===== config.mk =====
export PLATFORM = sky130hd
export DESIGN_NAME = iter_integer_linear_calc
export DESIGN_NICKNAME = d
export VERILOG_FILES = /design/src/rtl/iter_integer_linear_calc.sv
export SDC_FILE = /design/constraint.sdc
export NUM_CORES = 1
export LEC_CHECK = 0
export BUFFER_PORTS_ARGS = -buffer_cell sky130_fd_sc_hd__buf_4
export CORE_ASPECT_RATIO = 0.8
export CORE_MARGIN = 4
export CORE_UTILIZATION = 35
export CTS_CLUSTER_SIZE = 24
export DETAILED_ROUTE_END_ITERATION = 10
export SLEW_MARGIN = 20
export SYNTH_ARGS = -nofsm -noshare
export SYNTH_HDL_FRONTEND = slang
export SYNTH_SLANG_ARGS = --single-unit
export TNS_END_PERCENT = 100

===== constraint.sdc =====
create_clock -name clk -period 8 [get_ports clk]
set_input_delay 0.4 -clock clk [delete_from_list [all_inputs] [get_ports clk]]
set_output_delay 0.4 -clock clk [all_outputs]
set_load 0.02 [all_outputs]

===== src/rtl/iter_integer_linear_calc.sv =====
// Iterative y = m*x + b (mod 2^WIDTH): shift-and-add, one multiplier bit per clock.
// ITER_EARLY_TERM_EN: stop iterating once the remaining multiplier bits are all zero.
module iter_integer_linear_calc #(
    parameter int WIDTH = 32
) (
    input  logic             clk,
    input  logic             rst,
    input  logic             wr,
    input  logic [WIDTH-1:0] m,
    input  logic [WIDTH-1:0] x,
    input  logic [WIDTH-1:0] b,
    output logic [WIDTH-1:0] y,
    output logic             valid
);

    localparam int CW = $clog2(WIDTH + 1);
    localparam logic [CW-1:0] LAST = CW'(WIDTH - 1);

    typedef enum logic [1:0] {IDLE, RUN, DONE} state_t;

    state_t           state;
    logic [WIDTH-1:0] acc;
    logic [WIDTH-1:0] mcand;
    logic [WIDTH-1:0] mult;
    logic [CW-1:0]    cnt;

    // Remaining multiplier after this edge's shift; zero means no further
    // partial products can change acc.
    logic [WIDTH-1:0] mult_nxt;
    assign mult_nxt = mult >> 1;

    always_ff @(posedge clk or posedge rst) begin
        if (rst) begin
            state <= IDLE;
            acc   <= '0;
            mcand <= '0;
            mult  <= '0;
            cnt   <= '0;
            y     <= '0;
            valid <= 1'b0;
        end else begin
            valid <= 1'b0;
            case (state)
                IDLE: begin
                    if (wr) begin
                        acc   <= b;
                        mcand <= x;
                        mult  <= m;
                        cnt   <= '0;
`ifdef ITER_EARLY_TERM_EN
                        state <= (m == '0) ? DONE : RUN;
`else
                        state <= RUN;
`endif
                    end
                end
                RUN: begin
                    if (mult[0])
                        acc <= acc + mcand;
                    mcand <= mcand << 1;
                    mult  <= mult_nxt;
                    cnt   <= cnt + 1'b1;
`ifdef ITER_EARLY_TERM_EN
                    if (mult_nxt == '0 || cnt == LAST)
                        state <= DONE;
`else
                    if (cnt == LAST)
                        state <= DONE;
`endif
                end
                DONE: begin
                    y     <= acc;
                    valid <= 1'b1;
                    state <= IDLE;
                end
                default: state <= IDLE;
            endcase
        end
    end

endmodule


==> results.md <==
- Ant diodes: 0
- Critical Path RT: 8.34 ns
- Slowest stage delay, CP: 0.42 ns
- Netlist cell types: 63
- Clock sinks: 137
- Antenna viol nets, final: 0
- Most used cell, CP: a221oi_2
- Rows: 48
- Most used DFF post-synth: dfrtp_1
- Min cycle time layout: 3.00 ns
- Largest vdd supply drop: 0.000146 V
- Worst-margin pin slew: 0.759 ns
- Clock power frac: 0.229
- Cts repair resizes: 0
- CP endpoint kind: flip-flop
- Final setup viols: 0
- Sequential share of power: 0.320
- Max-cap violations: 0
- CTS tree: built
- Reg clk slew, reported paths: 0.06 ns
- Average wire per standard cell: 17.2 µm
- Initial Util: 0.359
- Synth Area per Inst: 9.18 µm²
- Register area share after synthesis: 0.439
- GRT overflow: 0
- Crit-path slowest cell: fa_1
- Worst-skew pair later-pin latency: 0.42 ns
- Yosys top cell by area: dfrtp_1
- Synth top area share: 0.439
- Worst Path Arrival: 3.35 ns
- Final hold vios: 0
- First-pass GRT wire length: 35.8 mm
- Antenna violations before repair: 0
- Final HPWL DP: 14.7 mm
- Gr usage total: 0.179
- Cells after synthesis: 850
- Most common cell after layout, fill and taps aside: buf_4
- DIE AREA: 24,800 µm²
- Lkg Pwr: 4.51 nW
- DRT Pass-1 Iters: 5
- Yosys warnings: 0
- Die height: 142 µm
- PortBufs: 131
- TritonCTS Buffers: 17
- Comb pwr share: 0.451
- Relative slew slack: 0.493
- Post-CTS setup repair buffer count: 0
- Sw Pwr: 1.38 mW
- Kind of critical path: reg -> reg
- Core area: 21,700 µm²
- Internal Power: 2.03 mW
- Critical-path cell list: ha_1 -> fa_1 -> a21o_1 -> a221oi_2 -> a21oi_2 -> o2111ai_1 -> a21oi_1 -> a221oi_2 -> xnor2_1 -> nand2_1 -> a31oi_1
- Hold_buf cts: 0
- Hold Slack: 0.122 ns
- Outcome: completed
- Top cells by area, synth: dfrtp_1 44%, o21ai_0 5.7%, ha_1 5.1%
- RSZ-0062 raised after global routing: no
- Die width: 175 µm
- Async SR Flop Fraction: 1.00
- Initial DRC count: 502
- Synth Net Count: 982
- Residual DRC count: 0
- Fillers: 2,185
- Max Clock Freq: 333 MHz
- Number of global-route vias before repair: 6,745
- Register bit total from synthesis: 137
- Synthesized area: 7800 µm²
- Fin crit share: 0.376
- IO Count: 132
- GPL Wtd Cong: 0.879
- Startpoint Class: flip-flop
- Post-layout nets: 1,086
- Most frequent cells in the layout: 139 x buf_4, 135 x dfrtp_1, 97 x nand2_1
- Final Skew: 0.00971 ns
- Clock buffer depth: 2
- Max-slew violation count: 0
- Area delta synth->final: 24.1%
- Vias/cell: 5.27
- Setup TNS: 0 ns
- Count of flip-flops with a built-in enable after synthesis: 0
- DR vias: 6,673
- Pin count of the biggest net entering global routing: 82
- Clock root buffer master: clkbuf_16
- Final WL: 21.8 mm
- Critical Path Fanout Max: 4
- CTS H-tree lvls: 4
- Min-Delay Path Class: in -> async
- Share of cells above drive strength 1: 0.231
- Total power per unit cell area: 352 nW/µm²
- Sw frac: 0.404
[sequential cells by signal (all words and copies together) (netlist names)]
name and count:
mcand 32, y 32, mult 32, acc 32, valid 1, state 2, cnt 6
[layout make-up]
class,count,area (µm²),share of cell area
sequential,137,3430,0.354
clock inverter,12,125,0.0129
timing repair buffer,141,1100,0.113
multi-input combinational,646,4150,0.429
tap,300,375,0.0388
inverter,11,46.3,0.00478
clock buffer,20,457,0.0472
[worst max-delay path: cells and delay by family, from the launching register on]
family	cells	cell delay (ns)
AOI/OAI and AO/OA	7	1.65
xor gates and xnor gates	1	0.14
adders and majority gates	2	0.67
DFF	1	0.40
and+or+nand+nor	1	0.06
[metrics by stage]
stage,util,worst slack [ns],power (mW),std cells,instance area [µm²]
finish,0.446,5.00,3.41,1267,9690
global route,0.446,4.75,3.70,1267,9690
CTS,0.443,4.98,3.41,1265,9630
detailed placement,0.416,5.00,2.61,1233,9050
global placement,0.416,5.10,2.59,1233,9040
floorplan,-,3.93,2.22,850,7800
[per-layer routing]
| metal | vias to the layer above | routed length (µm) | global-route usage |
|---|---|---|---|
| li1 | 3275 | - | - |
| met1 | 3203 | 10700 | 0.257 |
| met2 | 174 | 9520 | 0.273 |
| met3 | 21 | 1260 | 0.0434 |
| met4 | 0 | 277 | 0.0475 |
| met5 | - | 0 | 0 |
[worst paths after layout]
path,to,depth (start not counted),slack (ns),startpoint
setup / recovery,acc[18],11,5.00,acc[0]
hold / removal,mult[28],2,0.12,rst
setup reg to reg,acc[18],11,5.00,acc[0]
hold reg to reg,mult[25],2,0.48,mult[25]
max in group asynchronous,acc[18],3,6.63,rst
min in group clk,acc[27],3,0.25,b[27]
[cells in the mapped netlist, drive strengths merged, types with 2 or more instances]
cell type / number
a21o: 16
a21oi: 77
a221o: 3
a221oi: 4
a22oi: 25
a31oi: 50
and2: 38
and3: 4
buf: 7
clkbuf: 49
dfrtp: 137
ha: 32
inv: 10
mux2: 32
mux2i: 3
nand2: 97
nand2b: 2
nand3: 9
nand4: 4
nor2: 47
nor2b: 29
nor3: 9
nor4: 3
o211ai: 3
o21a: 2
o21ai: 97
o21bai: 5
o2bb2ai: 2
o31ai: 5
xnor2: 16
xor2: 10
[cell families after synthesis]
logic type,share of synthesized area
AOI/OAI and AO/OA,0.244
muxes,0.0500
adders and majority gates,0.0539
and+or+nand+nor,0.151
DFF,0.439
xor gates and xnor gates,0.0292
buffers and inverters,0.0324
[power by group through the flow]
stage,Clock [mW],Sequential (mW),Combinational [mW]
2_1_floorplan,0,1.05,1.17
3_3_place_gp,0,1.10,1.49
3_5_place_dp,0,1.10,1.51
4_1_cts,0.795,1.09,1.52
5_1_grt,0.832,1.12,1.74
6_report,0.781,1.09,1.54
(Power assumes the default switching activity.)
